[config.mk]
export PLATFORM = sky130hd
export DESIGN_NAME = fifo_wr_ctrl
export DESIGN_NICKNAME = d
export VERILOG_FILES = /design/src/rtl/fifo_pkg.sv /design/src/rtl/fifo_ptr_sync.sv /design/src/rtl/fifo_wr_ctrl.sv
export SDC_FILE = /design/constraint.sdc
export NUM_CORES = 1
export LEC_CHECK = 0
export BUFFER_PORTS_ARGS = -buffer_cell sky130_fd_sc_hd__buf_4
export CELL_PAD_IN_SITES_DETAIL_PLACEMENT = 1
export CELL_PAD_IN_SITES_GLOBAL_PLACEMENT = 2
export CORE_UTILIZATION = 36
export DETAILED_ROUTE_END_ITERATION = 8
export GPL_TIMING_DRIVEN = 0
export PLACE_DENSITY_LB_ADDON = 0.1
export REMOVE_ABC_BUFFERS = 1
export SYNTH_ARGS = -nofsm -noshare
export SYNTH_HDL_FRONTEND = slang
export SYNTH_SLANG_ARGS = --single-unit
[constraint.sdc]
create_clock -name WR_CLK -period 2.92 [get_ports WR_CLK]
set_input_delay 0.292 -clock WR_CLK [delete_from_list [all_inputs] [get_ports WR_CLK]]
set_output_delay 0.292 -clock WR_CLK [all_outputs]
set_load 0.03 [all_outputs]
[src/rtl/fifo_pkg.sv]
// fifo_pkg
//   Shared definitions for the dual-clock FIFO write-side and read-side
//   controllers.
//
//   FIFO_ADDR_WIDTH  default memory address width (DEPTH = 2**FIFO_ADDR_WIDTH)
//   FIFO_CODE_W      width of the generic pointer-code helpers below
//   bin2gray()       binary -> reflected Gray code
//   gray2bin()       reflected Gray code -> binary
//
//   The helpers operate on FIFO_CODE_W-bit vectors. Callers zero-extend a
//   narrower pointer on the way in and size-cast the result back down. Zero
//   upper bits map to zero upper bits in both directions, so this is exact
//   for any pointer width up to FIFO_CODE_W.
package fifo_pkg;

  localparam int unsigned FIFO_ADDR_WIDTH = 3;
  localparam int unsigned FIFO_CODE_W     = 32;

  typedef logic [FIFO_CODE_W-1:0] fifo_code_t;

  function automatic fifo_code_t bin2gray(input fifo_code_t bin);
    return bin ^ (bin >> 1);
  endfunction

  // Prefix XOR from the MSB downwards, done as log2(FIFO_CODE_W) shift steps
  function automatic fifo_code_t gray2bin(input fifo_code_t gray);
    fifo_code_t bin;
    bin = gray;
    bin = bin ^ (bin >> 1);
    bin = bin ^ (bin >> 2);
    bin = bin ^ (bin >> 4);
    bin = bin ^ (bin >> 8);
    bin = bin ^ (bin >> 16);
    return bin;
  endfunction

endpackage : fifo_pkg

[src/rtl/fifo_ptr_sync.sv]
// fifo_ptr_sync
//   Multi-flop synchroniser for a Gray-coded pointer crossing into the
//   local clock domain. Gray coding guarantees at most one bit is in flight,
//   so the captured value is always either the old or the new pointer.
//
//   Parameters
//     WIDTH   pointer width
//     STAGES  number of flop stages (2 or more)
//   Ports
//     clk     destination-domain clock
//     rst_n   asynchronous active-low reset, clears every stage
//     d       asynchronous pointer from the other domain
//     q       synchronised pointer, STAGES clock edges after d
module fifo_ptr_sync #(
  parameter int unsigned WIDTH  = 4,
  parameter int unsigned STAGES = 2
) (
  input  logic             clk,
  input  logic             rst_n,
  input  logic [WIDTH-1:0] d,
  output logic [WIDTH-1:0] q
);

  logic [WIDTH-1:0] stage [STAGES];

  always_ff @(posedge clk or negedge rst_n) begin
    if (!rst_n) begin
      for (int unsigned i = 0; i < STAGES; i++) begin
        stage[i] <= '0;
      end
    end else begin
      stage[0] <= d;
      for (int unsigned i = 1; i < STAGES; i++) begin
        stage[i] <= stage[i-1];
      end
    end
  end

  assign q = stage[STAGES-1];

endmodule : fifo_ptr_sync

[src/rtl/fifo_wr_ctrl.sv]
// fifo_wr_ctrl
//   Write-side controller of the dual-clock FIFO. Owns the write pointer and
//   memory write address, publishes the registered Gray write pointer to the
//   read domain, synchronises the read domain's Gray pointer and produces the
//   registered full flag. Single clock domain (WR_CLK).
//
//   Optional build macro: FIFO_WR_ALMOST_FULL_EN
//     defined   -> adds the WR_ALMOST_FULL port and Gray->binary fill logic
//     undefined -> port and logic absent, all other behaviour identical
//
//   Parameters
//     ADDR_WIDTH   memory address bits, DEPTH = 2**ADDR_WIDTH (min 2)
//     SYNC_STAGES  read-pointer synchroniser depth (2 or more)
//     AF_LEVEL     almost-full threshold in entries (almost-full build only)
//   Ports
//     WR_CLK          write-domain clock
//     WR_RST          asynchronous active-low reset
//     WR_INC          write request from the producer
//     GRAY_RD_PTR     Gray read pointer from the read domain (asynchronous)
//     WR_ADDR         memory write address
//     WR_EN_MEM       memory write enable (WR_INC & ~WR_FULL, combinational)
//     GRAY_WR_PTR     registered Gray write pointer to the read domain
//     WR_FULL         registered FIFO-full flag
//     WR_ALMOST_FULL  registered almost-full flag (almost-full build only)
module fifo_wr_ctrl
  import fifo_pkg::*;
#(
  parameter int unsigned ADDR_WIDTH  = FIFO_ADDR_WIDTH,
  parameter int unsigned SYNC_STAGES = 2,
  parameter int unsigned AF_LEVEL    = 6
) (
  input  logic                  WR_CLK,
  input  logic                  WR_RST,
  input  logic                  WR_INC,
  input  logic [ADDR_WIDTH:0]   GRAY_RD_PTR,
  output logic [ADDR_WIDTH-1:0] WR_ADDR,
  output logic                  WR_EN_MEM,
  output logic [ADDR_WIDTH:0]   GRAY_WR_PTR,
  output logic                  WR_FULL
`ifdef FIFO_WR_ALMOST_FULL_EN
  ,
  output logic                  WR_ALMOST_FULL
`endif
);

  localparam int unsigned PTR_W = ADDR_WIDTH + 1;

  typedef logic [PTR_W-1:0] ptr_t;

  ptr_t wr_ptr;      // binary write pointer, MSB is the wrap bit
  ptr_t gray_ptr;    // registered Gray copy of wr_ptr
  logic full_q;

  ptr_t rq_sync;     // read pointer in the write domain (Gray)
  logic accept;
  ptr_t next_bin;
  ptr_t next_gray;
  ptr_t full_match;
  logic full_next;

  // Read-pointer synchroniser
  fifo_ptr_sync #(
    .WIDTH  (PTR_W),
    .STAGES (SYNC_STAGES)
  ) u_rd_ptr_sync (
    .clk   (WR_CLK),
    .rst_n (WR_RST),
    .d     (GRAY_RD_PTR),
    .q     (rq_sync)
  );

  // Next-pointer and full evaluation
  always_comb begin
    accept    = WR_INC & ~full_q;
    next_bin  = wr_ptr + ptr_t'(accept);
    next_gray = ptr_t'(bin2gray(fifo_code_t'(next_bin)));

    // Full when the next write pointer sits exactly one lap ahead of the
    // synchronised read pointer; in Gray code that is the read pointer with
    // its top two bits inverted.
    full_match = {~rq_sync[ADDR_WIDTH:ADDR_WIDTH-1], rq_sync[ADDR_WIDTH-2:0]};
    full_next  = (next_gray == full_match);
  end

  // Pointer and flag registers. The flag is re-evaluated on every edge, not
  // only on writes, so it clears once a read-side pop reaches rq_sync.
  always_ff @(posedge WR_CLK or negedge WR_RST) begin
    if (!WR_RST) begin
      wr_ptr   <= '0;
      gray_ptr <= '0;
      full_q   <= 1'b0;
    end else begin
      wr_ptr   <= next_bin;
      gray_ptr <= next_gray;
      full_q   <= full_next;
    end
  end

`ifdef FIFO_WR_ALMOST_FULL_EN
  ptr_t rbin;
  ptr_t fill;
  logic af_next;
  logic af_q;

  // Fill level against the pessimistic (late) read pointer, modulo 2**PTR_W
  always_comb begin
    rbin    = ptr_t'(gray2bin(fifo_code_t'(rq_sync)));
    fill    = next_bin - rbin;
    af_next = (32'(fill) >= AF_LEVEL);
  end

  always_ff @(posedge WR_CLK or negedge WR_RST) begin
    if (!WR_RST) begin
      af_q <= 1'b0;
    end else begin
      af_q <= af_next;
    end
  end

  assign WR_ALMOST_FULL = af_q;
`endif

  assign WR_ADDR     = wr_ptr[ADDR_WIDTH-1:0];
  assign WR_EN_MEM   = accept;
  assign GRAY_WR_PTR = gray_ptr;
  assign WR_FULL     = full_q;

endmodule : fifo_wr_ctrl

==> results.md <==
* WL met1 at 377 um
* DRT iter0 DRCs at 5
* H-tree Lvls at 1
* Drt pass-1 iters at 2
* WL met3 at 61 um
* Antenna cells at 0
* Clock skew at 4.45 ps
* Relative slew slack at 83.4%
* DRC Markers at 0
* Vias at 344
* IO Count at 16
* Most frequent cells in the layout: 16 x dfrtp_1, 15 x buf_4, 5 x xor2_1, 4 x xnor2_1, 3 x clkbuf_4
* Lkg Pwr at 0.381 nW
* CTS clk-pin slew, worst paths at 90 ps
* Worst path required time at 3120 ps
* Starting Density at 39.2%
* Hold crit path type: input pin to flip-flop
* Seq/Total Area, Yosys at 67.1%
* Cell area after synthesis at 597 um2
* Setup Total Neg Slack at 0 ps
* Area taken by flip-flops and latches at 400 um2
* CTS sink count at 16
* Period utilization at 73.8%
* RSZ-0062 raised after global routing: no
* Commonest non-fill, non-tap cell in the layout: dfrtp_1
* Worst reg2reg path depth at 6
* Total track usage at 12.9%
* Drt total wl at 967 um
* Die Footprint at 0.00182 mm2
* Root buffer cell: clkbuf_4
* Clock latency on the worst-skew pair at 280 ps
* Setup violators final at 0
* Gate Count Post-Synth at 35
* First-pass GRT wire length at 1.61 mm
* Multi-input gate area at 196 um2
* MaxCap Viol Count at 0
* Initial antenna violation count at 0
* Final Hold Fails at 0
* Post-CTS Resized at 0
* Core Region at 0.00152 mm2
* Filler cells at 157
* Routed WL per cell at 13.6 um
* Vias in the first global route at 363
* Ys Warns at 0
* Die width at 42.7 um
* Critical Path Start Type: flip-flop
* Area Overhead vs Synth at 30.0%
* CP Class: flip-flop to flip-flop
* DPL Wire Length at 742 um
* Worst hold slack at 107 ps
* Clock buffer depth at 2
* Crit path DAT at 2360 ps
* CTS tree: built
* Top layer in use: met3
* Post-synthesis register bit count at 16
* Routability cong. at 0.656
* Max FO, Critical Path at 3
* Vias per cell at 4.85
* WL met2 at 528 um
* Largest net degree at the start of global routing at 17
* Setup crit end kind: flip-flop
* Hold depth at 1
* Status: complete, no violations
* Cell variety after synth at 10
* Clock buffer count from CTS at 3
* Placed insts at 66
* Synthesized area per cell at 17.1 um2
* Final Max Slew Viols at 0
* Slew @ Worst Pin at 249 ps
* Min Tclk post-route at 2160 ps
* Row count at 14
* Fraction of layout cells with a size suffix above 1 at 38.2%
* Chip height at 42.7 um
* Final nets at 65
* Final std cells w/o fill at 71
* Global route total overflow at 0
* Fmax at 464 MHz
* Pwr Density at 1290 mW/mm2
* PortBufs at 15
* VDD IR-drop max at 0.657 mV
* Routed Antenna Nets at 0
-- layout make-up --
class                      instances  share of cell area, %
timing repair buffer              16                   15.8
tap                               16                   2.58
clock buffer                       4                   4.68
multi-input combinational         19                   25.3
sequential                        16                   51.6
-- report_power, final --
group          switching, mW  total (mW)  leakage, nW  internal, mW
clock network         0.0682       0.144       0.0210        0.0759
logic                  0.283       0.518        0.171         0.235
registers             0.0480       0.338        0.189         0.290
-- cell families (layout without fill, tap and decap cells) --
group           after synthesis  count (layout)  share of synthesized area, %
compound gates                2               2                          3.77
xor+xnor                     11              11                          21.2
fa+ha+maj                     2               2                          4.19
buf+inv                       0              20                             0
flops                        16              16                          67.1
simple gates                  4               4                          3.77
-- repair_timing --
| item | in CTS | in global routing |
|---|---|---|
| hold buffers | 1 | 0 |
| buffers inserted | 0 | 0 |
| endpoints found under the hold margin | 16 | 0 |
-- flip-flops by register name, summed over array words and instances, names as in the netlist --
| name | count |
|---|---|
| GRAY_WR_PTR | 4 |
| WR_FULL | 1 |
| u_rd_ptr_sync.q | 4 |
| wr_ptr | 3 |
| u_rd_ptr_sync.stage | 4 |
-- worst max-delay path, cell delays in order, from the launching register on --
cell	delay, ps
dfrtp_1	390
nor2b_1	160
ha_1	240
ha_1	250
xor3_1	440
or3_1	370
a211oi_2	220
-- final timing paths --
kind,slack (ps),end,from
max,760,WR_FULL,WR_FULL
min,110,u_rd_ptr_sync.stage[7],GRAY_RD_PTR[3]
max reg2reg,760,WR_FULL,WR_FULL
min in group asynchronous,390,wr_ptr[1],WR_RST
max in group asynchronous,2350,wr_ptr[0],WR_RST
min reg2reg,360,u_rd_ptr_sync.q[1],u_rd_ptr_sync.stage[5]
-- routing by layer --
layer | vias up | global-route usage, %
met4 | 0 | 9.38
met5 | - | 0
met3 | 0 | 3.83
li1 | 158 | -
met2 | 13 | 21.2
met1 | 173 | 13.9
-- Yosys cell counts --
| library cell | n | area (um2) |
|---|---|---|
| nand3_1 | 2 | 10.0 |
| dfrtp_1 | 16 | 400 |
| a21bo_2 | 1 | 10.0 |
| xor3_1 | 2 | 47.6 |
| ha_1 | 2 | 25.0 |
| a211oi_2 | 1 | 12.5 |
| or3_1 | 1 | 6.26 |
| xor2_1 | 5 | 43.8 |
| nor2b_1 | 1 | 6.26 |
| xnor2_1 | 4 | 35.0 |
-- per-stage QoR --
stage / power, mW / utilization, % / setup WS (ps) / area [um2]
final: 1.00 / 50.9 / 765 / 776
after floorplan: 0.709 / - / 341 / 597
after global routing: 1.06 / 50.9 / 635 / 776
after global placement: 0.850 / 47.9 / 798 / 729
after CTS: 1.02 / 50.9 / 723 / 776
after detailed placement: 0.866 / 47.9 / 755 / 729
No activity file was read; power rests on OpenSTA's default activity.
